$ cat src/rtl/riscv_proc_btb_pkg.sv
// Shared definitions for the BTB resolution block: FSM state encoding,
// the in-flight prediction record layout and the mispredict helper.
package riscv_proc_btb_pkg;

  // FSM states (legacy-compatible constant encoding)
  localparam logic [0:0] ST_IDLE     = 1'b0;
  localparam logic [0:0] ST_REDIRECT = 1'b1;

  // Record width: pc+4, predicted-taken flag, predicted target
  localparam int PRED_REC_SZ = 32 + 1 + 32;

  typedef struct packed {
    logic [31:0] pc4;
    logic        taken;
    logic [31:0] target;
  } pred_rec_t;

  // A prediction is wrong if direction differs, or both say taken but to different targets
  function automatic logic calc_mispred(input pred_rec_t h, input logic act_taken,
                                        input logic [31:0] act_target);
    return (h.taken != act_taken) | (h.taken & act_taken & (h.target != act_target));
  endfunction

endpackage

$ cat src/rtl/riscv_proc_btb_pred_fifo.sv
// Circular FIFO of in-flight prediction records. Synchronous clear wins
// over push and pop in the same cycle; push when full and pop when empty
// are ignored.
module riscv_proc_btb_pred_fifo #(
  parameter int DEPTH   = 4,
  parameter int WIDTH   = 65,
  parameter int ADDR_SZ = 2
) (
  input  logic             clk,
  input  logic             reset,
  input  logic             i_clr,
  input  logic             i_push,
  input  logic [WIDTH-1:0] i_wdata,
  input  logic             i_pop,
  output logic [WIDTH-1:0] o_rdata,
  output logic             o_full,
  output logic             o_empty
);

  localparam logic [ADDR_SZ:0] FULL_CNT = (ADDR_SZ+1)'(DEPTH);

  logic [WIDTH-1:0]   r_mem [DEPTH];
  logic [ADDR_SZ-1:0] r_wptr;
  logic [ADDR_SZ-1:0] r_rptr;
  logic [ADDR_SZ:0]   r_count;
  logic               w_do_push;
  logic               w_do_pop;

  assign o_full    = (r_count == FULL_CNT);
  assign o_empty   = (r_count == {(ADDR_SZ+1){1'b0}});
  assign o_rdata   = r_mem[r_rptr];
  assign w_do_push = i_push & ~o_full;
  assign w_do_pop  = i_pop & ~o_empty;

  // Storage array: written on accepted push only, contents need no reset
  always_ff @(posedge clk) begin
    if (w_do_push) begin
      r_mem[r_wptr] <= i_wdata;
    end
  end

  // Pointers and occupancy; pointers wrap naturally since DEPTH is a power of two
  always_ff @(posedge clk) begin
    if (reset || i_clr) begin
      r_wptr  <= {ADDR_SZ{1'b0}};
      r_rptr  <= {ADDR_SZ{1'b0}};
      r_count <= {(ADDR_SZ+1){1'b0}};
    end else begin
      if (w_do_push) begin
        r_wptr <= r_wptr + ADDR_SZ'(1);
      end
      if (w_do_pop) begin
        r_rptr <= r_rptr + ADDR_SZ'(1);
      end
      case ({w_do_push, w_do_pop})
        2'b10:   r_count <= r_count + (ADDR_SZ+1)'(1);
        2'b01:   r_count <= r_count - (ADDR_SZ+1)'(1);
        default: r_count <= r_count;
      endcase
    end
  end

endmodule

$ cat src/rtl/riscv_proc_btb_resolve.sv
// BTB resolution/update block. Queues one prediction record per fetched
// instruction and, when execute resolves the oldest one, emits a registered
// BTB write and a one-cycle fetch redirect on mispredict.
// Optional macro BTB_RESOLVE_PERF_EN builds the num_br / num_mispred
// performance counters; otherwise those outputs are tied to zero.
module riscv_proc_btb_resolve
  import riscv_proc_btb_pkg::*;
#(
  parameter int DEPTH   = 4,
  parameter int ADDR_SZ = 2
) (
  input  logic        clk,
  input  logic        reset,
  input  logic        pred_val,
  output logic        pred_rdy,
  input  logic [31:0] pred_pc4,
  input  logic        pred_taken,
  input  logic [31:0] pred_target,
  input  logic        res_val,
  input  logic        res_is_br,
  input  logic        res_taken,
  input  logic [31:0] res_target,
  output logic        btb_wen,
  output logic [31:0] btb_correct_pc4,
  output logic [31:0] btb_correct_target,
  output logic        redir_val,
  output logic [31:0] redir_pc,
  output logic [31:0] num_br,
  output logic [31:0] num_mispred
);

  logic [0:0]             r_state;
  logic                   r_btb_wen;
  logic [31:0]            r_btb_pc4;
  logic [31:0]            r_btb_target;
  logic                   r_redir_val;
  logic [31:0]            r_redir_pc;

  pred_rec_t              w_wrec;
  pred_rec_t              w_head;
  logic [PRED_REC_SZ-1:0] w_head_bits;
  logic                   w_full;
  logic                   w_empty;
  logic                   w_idle;
  logic                   w_pred_rdy;
  logic                   w_push;
  logic                   w_pop;
  logic                   w_flush;
  logic                   w_act_taken;
  logic                   w_mispred;
  logic                   w_upd;
  logic [31:0]            w_correct_pc;

  // Acceptance depends only on registered state (FSM and FIFO occupancy)
  assign w_idle     = (r_state == ST_IDLE);
  assign w_pred_rdy = w_idle & ~w_full;
  assign w_push     = pred_val & w_pred_rdy;
  // Resolutions are dropped while redirecting and when nothing is in flight
  assign w_pop      = res_val & ~w_empty & w_idle;
  // A mispredict squashes every younger record, including one arriving now
  assign w_flush    = w_pop & w_mispred;

  assign w_wrec.pc4    = pred_pc4;
  assign w_wrec.taken  = pred_taken;
  assign w_wrec.target = pred_target;
  assign w_head        = pred_rec_t'(w_head_bits);

  riscv_proc_btb_pred_fifo #(
    .DEPTH   (DEPTH),
    .WIDTH   (PRED_REC_SZ),
    .ADDR_SZ (ADDR_SZ)
  ) u_fifo (
    .clk     (clk),
    .reset   (reset),
    .i_clr   (w_flush),
    .i_push  (w_push),
    .i_wdata (w_wrec),
    .i_pop   (w_pop),
    .o_rdata (w_head_bits),
    .o_full  (w_full),
    .o_empty (w_empty)
  );

  // Compare the head prediction with the actual outcome from execute
  always_comb begin
    w_act_taken = res_is_br & res_taken;
    w_mispred   = calc_mispred(w_head, w_act_taken, res_target);
    w_upd       = w_act_taken & (~w_head.taken | (w_head.target != res_target));
    if (w_act_taken) begin
      w_correct_pc = res_target;
    end else begin
      w_correct_pc = w_head.pc4;
    end
  end

  // Strobes pulse for one cycle; data registers hold until their strobe fires again
  always_ff @(posedge clk) begin
    if (reset) begin
      r_btb_wen    <= 1'b0;
      r_btb_pc4    <= 32'h0;
      r_btb_target <= 32'h0;
      r_redir_val  <= 1'b0;
      r_redir_pc   <= 32'h0;
    end else begin
      r_btb_wen   <= w_pop & w_upd;
      r_redir_val <= w_pop & w_mispred;
      if (w_pop && w_upd) begin
        r_btb_pc4    <= w_head.pc4;
        r_btb_target <= res_target;
      end
      if (w_pop && w_mispred) begin
        r_redir_pc <= w_correct_pc;
      end
    end
  end

  // FSM: a mispredict parks the block for exactly the redirect cycle
  always_ff @(posedge clk) begin
    if (reset) begin
      r_state <= ST_IDLE;
    end else begin
      case (r_state)
        ST_IDLE: begin
          if (w_flush) begin
            r_state <= ST_REDIRECT;
          end else begin
            r_state <= ST_IDLE;
          end
        end
        ST_REDIRECT: r_state <= ST_IDLE;
        default:     r_state <= ST_IDLE;
      endcase
    end
  end

  assign pred_rdy           = w_pred_rdy;
  assign btb_wen            = r_btb_wen;
  assign btb_correct_pc4    = r_btb_pc4;
  assign btb_correct_target = r_btb_target;
  assign redir_val          = r_redir_val;
  assign redir_pc           = r_redir_pc;

`ifdef BTB_RESOLVE_PERF_EN
  logic [31:0] r_num_br;
  logic [31:0] r_num_mispred;

  // Performance counters over resolved instructions; wrap at 2^32
  always_ff @(posedge clk) begin
    if (reset) begin
      r_num_br      <= 32'h0;
      r_num_mispred <= 32'h0;
    end else begin
      if (w_pop && res_is_br) begin
        r_num_br <= r_num_br + 32'd1;
      end
      if (w_flush) begin
        r_num_mispred <= r_num_mispred + 32'd1;
      end
    end
  end

  assign num_br      = r_num_br;
  assign num_mispred = r_num_mispred;
`else
  assign num_br      = 32'h0;
  assign num_mispred = 32'h0;
`endif

endmodule

$ cat config.mk
export PLATFORM = sky130hd
export DESIGN_NAME = riscv_proc_btb_resolve
export DESIGN_NICKNAME = d
export VERILOG_FILES = /design/src/rtl/riscv_proc_btb_pkg.sv /design/src/rtl/riscv_proc_btb_pred_fifo.sv /design/src/rtl/riscv_proc_btb_resolve.sv
export SDC_FILE = /design/constraint.sdc
export NUM_CORES = 1
export LEC_CHECK = 0
export ABC_AREA = 1
export CAP_MARGIN = 20
export CORE_ASPECT_RATIO = 1.75
export CORE_MARGIN = 2
export CORE_UTILIZATION = 30
export DETAILED_ROUTE_END_ITERATION = 6
export GPL_ROUTABILITY_DRIVEN = 0
export HOLD_SLACK_MARGIN = 0.02
export PLACE_DENSITY = 0.51
export SKIP_CTS_REPAIR_TIMING = 1
export SLEW_MARGIN = 0
export SYNTH_ARGS = -nofsm -noshare
export SYNTH_HDL_FRONTEND = slang
export SYNTH_SLANG_ARGS = --single-unit
$ cat constraint.sdc
create_clock -name clk -period 7.45 [get_ports clk]
set_input_delay 1.49 -clock clk [delete_from_list [all_inputs] [get_ports clk]]
set_output_delay 1.49 -clock clk [all_outputs]
set_load 0.05 [all_outputs]
After elaboration in Yosys (flattened, before gate mapping)
Memories as Yosys holds them, arrays and structs flattened. A register that Yosys moved wholly into a read port is not among the register bits.
Index checks and enable logic that the tools add are counted.

word-level totals
  bits in registers = 106
  RAM bits = 260
  input bits = 103
  output and inout port bits = 163
  logic and storage cells = 50
  memories = 1

operators by class
  $add $sub $neg = 4
  equal/unequal tests = 5
  multiplexer cells = 8
  bitwise gates (word level) = 18
  reductions and logical operators = 5

memories
  memory        depth  bits a word  rd ports  clocked after Yosys merged registers in  wr ports  line                            RTL
  u_fifo.r_mem  4      65           1         1                                        1         riscv_proc_btb_pred_fifo.sv:22  logic [WIDTH-1:0] r_mem [DEPTH];

operators by type and width
  operator                                                                count
  32-bit two-way mux                                                      1
  32-bit inequality test                                                  1
  1-bit AND                                                               12
  3-bit one-hot mux with 2 select lines                                   1
  2-bit by 1-bit adder with 2-bit output (second input constant)          2
  2-bit two-way mux                                                       2
  1-bit NOT                                                               4
  3-bit by 1-bit adder with 3-bit output (second input constant)          1
  3-bit equality test (second input constant)                             1
  3-bit zero test                                                         1
  1-bit two-way mux                                                       3
  3-bit by 1-bit subtractor with 3-bit output (second input constant)     1
  2-bit by 1-bit equality test with 1-bit output (second input constant)  1
  2-bit equality test (second input constant)                             1
  1-bit logical AND                                                       2
  1-bit OR                                                                2
  1-bit one-hot mux with 2 select lines                                   1
  2-bit nonzero test                                                      1
  1-bit logical OR                                                        1
  1-bit inequality test                                                   1

Logic depth before layout (Yosys ltp)
Gate-level depths: netlist (run 1).

  depth in word-level cells = 7
  mapped depth = 20
  gate-level depth less buffers = 17

Modules after synthesis
Synthesis (run 1) repeated with hierarchy kept, for this count alone.

second synthesis, totals
  cell total of the unflattened synthesis = 1420
  area, all modules = 15398.5 µm²

by module, submodules not included
  module                    times used  cells each  area an instance (µm²)  seq. area each (µm²)
  riscv_proc_btb_pred_fifo  1           701         10458.8                 7987.7
  riscv_proc_btb_resolve    1           719         4939.7                  1981.9

Worst setup path after synthesis (run 1)
Ideal clock, no wire load.

  path kind = register -> register
  start point = reg u_fifo.r_count[1]
  end point = mem u_fifo.r_mem[0][0] (enable)
  library setup time = 488 ps
  arrival time = 4532 ps
  required time = 6962 ps
  slack = 2430 ps
  cell stages (with the launch flop) = 5
  path buffers = 0
  clock period less this slack = 5020 ps
  cells stage by stage = dfxtp_1 > inv_1 > a31oi_1 > nand2_1 > nor2_1

between the ends
  cells in the longest elaborated chain, start to end = 7

ends and longest elaborated chain
  element                                  line                            RTL
  start: declaration                       riscv_proc_btb_pred_fifo.sv:25  logic [ADDR_SZ:0] r_count;
  start signal: assignment                 riscv_proc_btb_pred_fifo.sv:47  r_count <= {(ADDR_SZ+1){1'b0}};
  start signal: assignment                 riscv_proc_btb_pred_fifo.sv:56  2'b10: r_count <= r_count + (ADDR_SZ+1)'(1);
  start signal: assignment                 riscv_proc_btb_pred_fifo.sv:57  2'b01: r_count <= r_count - (ADDR_SZ+1)'(1);
  3-bit equality test                      riscv_proc_btb_pred_fifo.sv:29  assign o_full = (r_count == FULL_CNT);
  1-bit NOT                                riscv_proc_btb_resolve.sv:56    assign w_pred_rdy = w_idle & ~w_full;
  1-bit AND                                riscv_proc_btb_resolve.sv:56
  via pred_rdy                             riscv_proc_btb_resolve.sv:15    output logic pred_rdy,
  1-bit AND                                riscv_proc_btb_resolve.sv:57    assign w_push = pred_val & w_pred_rdy;
  1-bit AND                                riscv_proc_btb_pred_fifo.sv:32  assign w_do_push = i_push & ~o_full;
  1-bit two-way mux                        riscv_proc_btb_pred_fifo.sv:37  if (w_do_push) begin
  1-bit two-way mux (not written as such)  riscv_proc_btb_pred_fifo.sv:38  r_mem[r_wptr] <= i_wdata;
  end: declaration                         riscv_proc_btb_pred_fifo.sv:22

The timed path passes the listed nets, and every way through them passes these cells.

==> qor.yml, run 1 <==
outcome:
  outcome: "finished, final reports clean"
placed_design:
  port_buffers: 201
  hpwl_um: 29440
  post-place-ws_ns: 2.666
  dp.cells: 2279
yosys:
  synth_seq_cells: 368
  synth.distinct_cells: 31
  synthesis.area_um2: 15270
  syn_area_per_cell_um2: 10.28
  yosysWarnings: 0
  async_reset_ff_share_pct: 0
  synth_edf_count: 260
  ys.flop_type: "edfxtp_1"
  synth_seq_area_share_pct: 65.31
  syn-instance-count: 1485
floorplan:
  start_util_pct: 30.25
  fp.dieH_um: 302.4
  die-area_um2: 52780
  pin_count: 266
  die_width_um: 174.5
  num_rows: 109
  coreArea_um2: 50460
setup_path:
  crit_type: "reg -> reg"
  cp_top_family: "simple AND/OR/NAND/NOR gates"
  critPathArrivalTime_ns: 4.87
  critical_path.max_fanout: 91
  cpPeakStageDelay_ns: 0.74
  path_common_cell: "nand2_1"
  worstPathCellList: "inv_4, buf_4, nand2_1, nand3_1, nand3_1, nand2_1, nand3_1, nor2_1, nand2_1, nor2_1, nand2_1, nand2_1, nand2_2, nand2_4, nand2_1, nor2_1"
  r2r_slack_ns: 3.04
  critPathLaunchType: "flip-flop"
  critPathSlowestCell: "inv_4"
  required_ns: 7.90
  endpoint_kind: "flip-flop"
  worst-path-buf-inv: 2
clocking:
  numCtsBuffers: 37
  cts_num_sinks: 368
  clk_latency_ns: 0.54
  clk_path_buf_depth: 3
  cts.clk_slew.worst_paths_ns: 0.06
  htreeDepth: 2
  root_buffer: "clkbuf_16"
  cts_tree: "done"
grt:
  grt_overflow: 0
  antenna_found_initial: 3
  grt.total_usage_pct: 16.43
  grt_pass1_vias: 10811
  grt_max_degree: 92
  grt_pass1_wl_um: 65320
cells_and_area:
  area_growth_pct: 23.56
  layoutNonFillerInstCount: 2351
  layout-drive-gt1-share_pct: 5.949
  final_net_count: 1762
  seq_area_um2: 9975
  most-common-layout-cells: "nand2_1, edfxtp_1, clkdlybuf4s50_1"
  nFillCells: 5010
  final_common_cell: "nand2_1"
  multiInputGateArea_um2: 4474
sta:
  tns_ns: 0
  max_freq_ghz: 0.2265
  slew_headroom_pct: 31.66
  period_share_pct: 59.26
  skew_ns: 0.02076
  setup_viol: 0
  min_period_ns: 4.415
  worst_slack_ns: 3.035
  hold_violations: 0
  maxSlewViolCount: 0
  worst_pin_slew_ns: 1.023
  rsz0062_at_grt: "false"
detailed_routing:
  dr.pass1.iters: 5
  drtIter0Drc: 667
  wl_per_cell_um: 18.74
  vias: 10969
  routed_wl_um: 44070
  avgViaCountPerCell: 4.666
  drc_errors: 0
  ant_nets: 0
flow_run:
  drv_cap: 0
power:
  pwr_density_cell_nw_per_um2: 352.3
  p_leak_uw: 0.007126
  ir_worst_vdd_v: 0.0001660
hold_path:
  min_path_type: "reg -> reg"
-- final timing paths --
path / to / depth (start not counted) / startpoint
worst max-delay path: flip-flop / 16 / flip-flop
worst min-delay path: btb_correct_pc4[18]$_SDFFE_PP0P_ / 2 / btb_correct_pc4[18]$_SDFFE_PP0P_
worst max register to register: flip-flop / 16 / flip-flop
worst min register to register: btb_correct_pc4[18]$_SDFFE_PP0P_ / 2 / btb_correct_pc4[18]$_SDFFE_PP0P_
-- synthesized netlist by cell type (all sizes together) (2+ instances only) --
| master | instances | share of area (%) |
|---|---|---|
| nand2 | 416 | 10 |
| edfxtp | 260 | 51 |
| nand3 | 197 | 6.8 |
| buf | 111 | 5.0 |
| dfxtp | 108 | 14 |
| o21ai | 90 | 3.0 |
| nor2 | 87 | 2.2 |
| inv | 50 | 1.2 |
| clkbuf | 43 | 1.1 |
| a21oi | 39 | 1.3 |
| nand4 | 33 | 1.4 |
| o22ai | 28 | 1.1 |
| ha | 6 | 0.49 |
| a32o | 5 | 0.33 |
| xor2 | 3 | 0.17 |
| nor3 | 2 | 0.066 |
| xnor2 | 2 | 0.11 |
-- logic make-up after synthesis --
kind of cell | Yosys count | share of synthesized area [%]
compound gates | 163 | 5.745
xor+xnor | 5 | 0.2869
fa+ha+maj | 7 | 0.6229
buf+inv | 204 | 7.253
flops | 368 | 65.31
other cells | 1 | 0.02456
simple gates | 737 | 20.76
-- sequential cells by signal (all words and copies together) (netlist names), named ones only --
| name | count |
|---|---|
| u_fifo.r_wptr | 2 |
| u_fifo.r_mem | 260 |
| btb_correct_target | 32 |
| redir_val | 1 |
| u_fifo.r_rptr | 2 |
| btb_correct_pc4 | 32 |
| btb_wen | 1 |
| redir_pc | 32 |
| r_state | 1 |
| u_fifo.r_count | 3 |
-- metrics by stage --
step | utilization, % | hold WS [ns] | power [µW] | area (µm²)
final | 37.38 | 0.4637 | 6645 | 18860
after global routing | 37.37 | 0.4815 | 7022 | 18860
after CTS | 37.36 | 0.4643 | 6735 | 18850
after detailed placement | 34.92 | 0.4555 | 4828 | 17620
after global placement | 34.92 | 0.4511 | 4796 | 17620
after floorplan | - | 0.4930 | 4183 | 15500
-- power by group --
group | internal, µW | switching, µW | leakage, µW
sequential | 2560 | 166 | 0.00326
combinational | 565 | 1460 | 0.00326
clock | 1110 | 779 | 0.000606
total | 4240 | 2400 | 0.00713
-- final cells by class --
cell class | instances | share of cell area [%]
Multi-Input combinational cell | 976 | 23.72
Sequential cell | 368 | 52.88
Tap cell | 666 | 4.418
Clock inverter | 15 | 0.8093
Antenna cell | 4 | 0.05307
Clock buffer | 53 | 5.718
Inverter | 50 | 1.015
Timing Repair Buffer | 219 | 11.38
-- worst reg2reg max path, stage by stage (launching register included) --
cell and delay, ns:
dfxtp_4 0.51, inv_4 0.76, buf_4 0.58, nand2_1 0.11, nand3_1 0.11, nand3_1 0.09
nand2_1 0.08, nand3_1 0.07, nor2_1 0.13, nand2_1 0.10, nor2_1 0.23, nand2_1 0.08
nand2_1 0.08, nand2_2 0.39, nand2_4 0.52, nand2_1 0.31, nor2_1 0.20
-- per-layer routing --
metal / wire, µm / track usage, % / up-vias / share of wire, %
met4: 1751 / 7.579 / 0 / 4.0
li1: - / - / 5314 / -
met1: 17530 / 19.02 / 5253 / 40
met3: 2055 / 2.531 / 64 / 4.7
met5: 0 / 0 / - / 0
met2: 22730 / 29.82 / 338 / 52
(Power assumes the default switching activity.)
==> run 2, diff against run 1 <==
--- a/config.mk
+++ b/config.mk
@@ -13,7 +13,7 @@
 export DETAILED_ROUTE_END_ITERATION = 6
 export GPL_ROUTABILITY_DRIVEN = 0
 export HOLD_SLACK_MARGIN = 0.02
-export PLACE_DENSITY = 0.51
+export PLACE_DENSITY = 0.53
 export SKIP_CTS_REPAIR_TIMING = 1
 export SLEW_MARGIN = 0
 export SYNTH_ARGS = -nofsm -noshare
==> constraint.sdc (replaced) <==
create_clock -name clk -period 4 [get_ports clk]
set_input_delay 0.8 -clock clk [delete_from_list [all_inputs] [get_ports clk]]
set_output_delay 0.8 -clock clk [all_outputs]
set_load 0.05 [all_outputs]
==> run 2 against run 1 <==
Maximum frequency is 31% higher. Sequential power is 83% higher. Critical path depth is 2 lower. Non-clock buffer count is 8 higher.
==> qor.yml, run 2 (synthesis results as in run 1) <==
outcome:
  outcome: "finished, final reports clean"
cells_and_area:
  nFillCells: 5002
  final_common_cell: "nand2_1"
  area_growth_pct: 23.62
  final_net_count: 1768
  layout-drive-gt1-share_pct: 6.172
  most-common-layout-cells: "nand2_1, edfxtp_1, clkdlybuf4s50_1"
  regMostFlops: "u_fifo.r_mem"
  largest_reg_flops: 260
  post-route-cell-area_um2: 18870
clocking:
  clk_latency_ns: 0.53
  htreeDepth: 2
  root_buffer: "clkbuf_16"
  numCtsBuffers: 35
  clk_path_buf_depth: 3
  cts.clk_slew.worst_paths_ns: 0.07
  cts_tree: "done"
  cts_num_sinks: 368
grt:
  grt.total_usage_pct: 16.70
  grt_overflow: 0
  grt_max_degree: 131
  antenna_found_initial: 6
  grt_pass1_vias: 11065
  grt_pass1_wl_um: 66760
detailed_routing:
  routed_wl_um: 44640
  dr.pass1.iters: 5
  ant_nets: 0
  wl_per_cell_um: 18.94
  vias: 11136
  avgViaCountPerCell: 4.725
  drtIter0Drc: 600
  drc_errors: 0
setup_path:
  worstPathCellList: "inv_4, nand2_1, nand3_1, nand2_1, nand2_1, nand4_1, nor2_1, nand2_1, nor2_1, nand3_1, nand2_2, buf_4, nand2_1, a21oi_1"
  crit_type: "reg -> reg"
  required_ns: 4.46
  critPathLaunchType: "flip-flop"
  critPathArrivalTime_ns: 3.83
  endpoint_kind: "flip-flop"
  critical_path.max_fanout: 66
  path_common_cell: "nand2_1"
  cpPeakStageDelay_ns: 0.64
  worst-path-buf-inv: 2
  cp_top_family: "simple AND/OR/NAND/NOR gates"
  critPathSlowestCell: "buf_4"
hold_path:
  min-delay-start: "btb_correct_pc4[22]$_SDFFE_PP0P_"
  min_path_type: "reg -> reg"
placed_design:
  hpwl_um: 30070
  dpl_cell_area_um2: 17720
  port_buffers: 201
sta:
  rsz0062_at_grt: "false"
  hold_violations: 0
  setup_viol: 0
  slew_headroom_pct: 35.36
  skew_ns: 0.01689
  min_period_ns: 3.373
  maxSlewViolCount: 0
  max_freq_ghz: 0.2965
  worst_pin_slew_ns: 0.9672
  period_share_pct: 84.33
  whs_ns: 0.4622
power:
  p_comb_share_pct: 32.3
  clkPwrFrac_pct: 27.0
  pwr-share-seq_pct: 40.7
  ir_worst_vdd_v: 0.0004221
  p_leak_uw: 0.007115
  pwr_density_cell_nw_per_um2: 648.9
  intPower_uw: 7723
  p_sw_uw: 4523
  swShare_pct: 36.94
floorplan:
  die_width_um: 174.5
  die-area_um2: 52780
  coreArea_um2: 50460
  pin_count: 266
  start_util_pct: 30.25
  num_rows: 109
  fp.dieH_um: 302.4
flow_run:
  drv_cap: 0
==> run 2: worst register-to-register path, stage by stage, from the launching register on <==
cell	delay (ns)
dfxtp_4	0.36
inv_4	0.55
nand2_1	0.11
nand3_1	0.22
nand2_1	0.08
nand2_1	0.07
nand4_1	0.08
nor2_1	0.15
nand2_1	0.11
nor2_1	0.32
nand3_1	0.19
nand2_2	0.13
buf_4	0.64
nand2_1	0.15
a21oi_1	0.17
==> run 2: cell type report <==
cell class / count / area [µm²] / share of cell area, %
Multi-Input combinational cell: 976 / 4474 / 23.71
Timing Repair Buffer: 227 / 2245 / 11.89
Clock inverter: 15 / 166.4 / 0.8818
Tap cell: 666 / 833.3 / 4.416
Antenna cell: 6 / 15.01 / 0.07956
Clock buffer: 49 / 972.2 / 5.152
Sequential cell: 368 / 9975 / 52.85
Inverter: 50 / 191.4 / 1.014
==> run 2: routing by layer <==
metal | routed length, µm | part of all wire, % | global-route usage (%) | vias up
met5 | 0 | 0 | 0 | -
met4 | 1589 | 3.6 | 7.817 | 0
met3 | 2089 | 4.7 | 2.381 | 68
met2 | 23130 | 52 | 29.99 | 347
met1 | 17830 | 40 | 19.66 | 5389
li1 | - | - | - | 5332
==> run 2: power by group through the flow <==
stage,registers [µW],clock network (µW),logic [µW]
after CTS,4990,3400,4020
after detailed placement,5070,0,4010
after global routing,5040,3540,4370
after global placement,5060,0,3960
final,4990,3300,3950
after floorplan,5480,0,2310
==> run 2: final timing paths <==
path                                                          to  slack (ns)  depth (start not counted)
worst max-delay path            btb_correct_pc4[13]$_SDFFE_PP0P_        0.63                         14
worst min-delay path            btb_correct_pc4[22]$_SDFFE_PP0P_        0.46                          2
worst max register to register  btb_correct_pc4[13]$_SDFFE_PP0P_        0.63                         14
worst min register to register  btb_correct_pc4[22]$_SDFFE_PP0P_        0.46                          2
==> run 2: metrics by stage <==
step	total power, µW	cells	worst slack [ns]	util, %	TNS (ns)
floorplan	7790	1548	-1.020	-	-265.30
global placement	9019	2287	0.4684	35.11	0
detailed placement	9081	2287	0.3874	35.11	0
CTS	12400	2351	0.5367	37.37	0
global route	12950	2357	0.3153	37.40	0
finish	12250	2357	0.6269	37.40	0
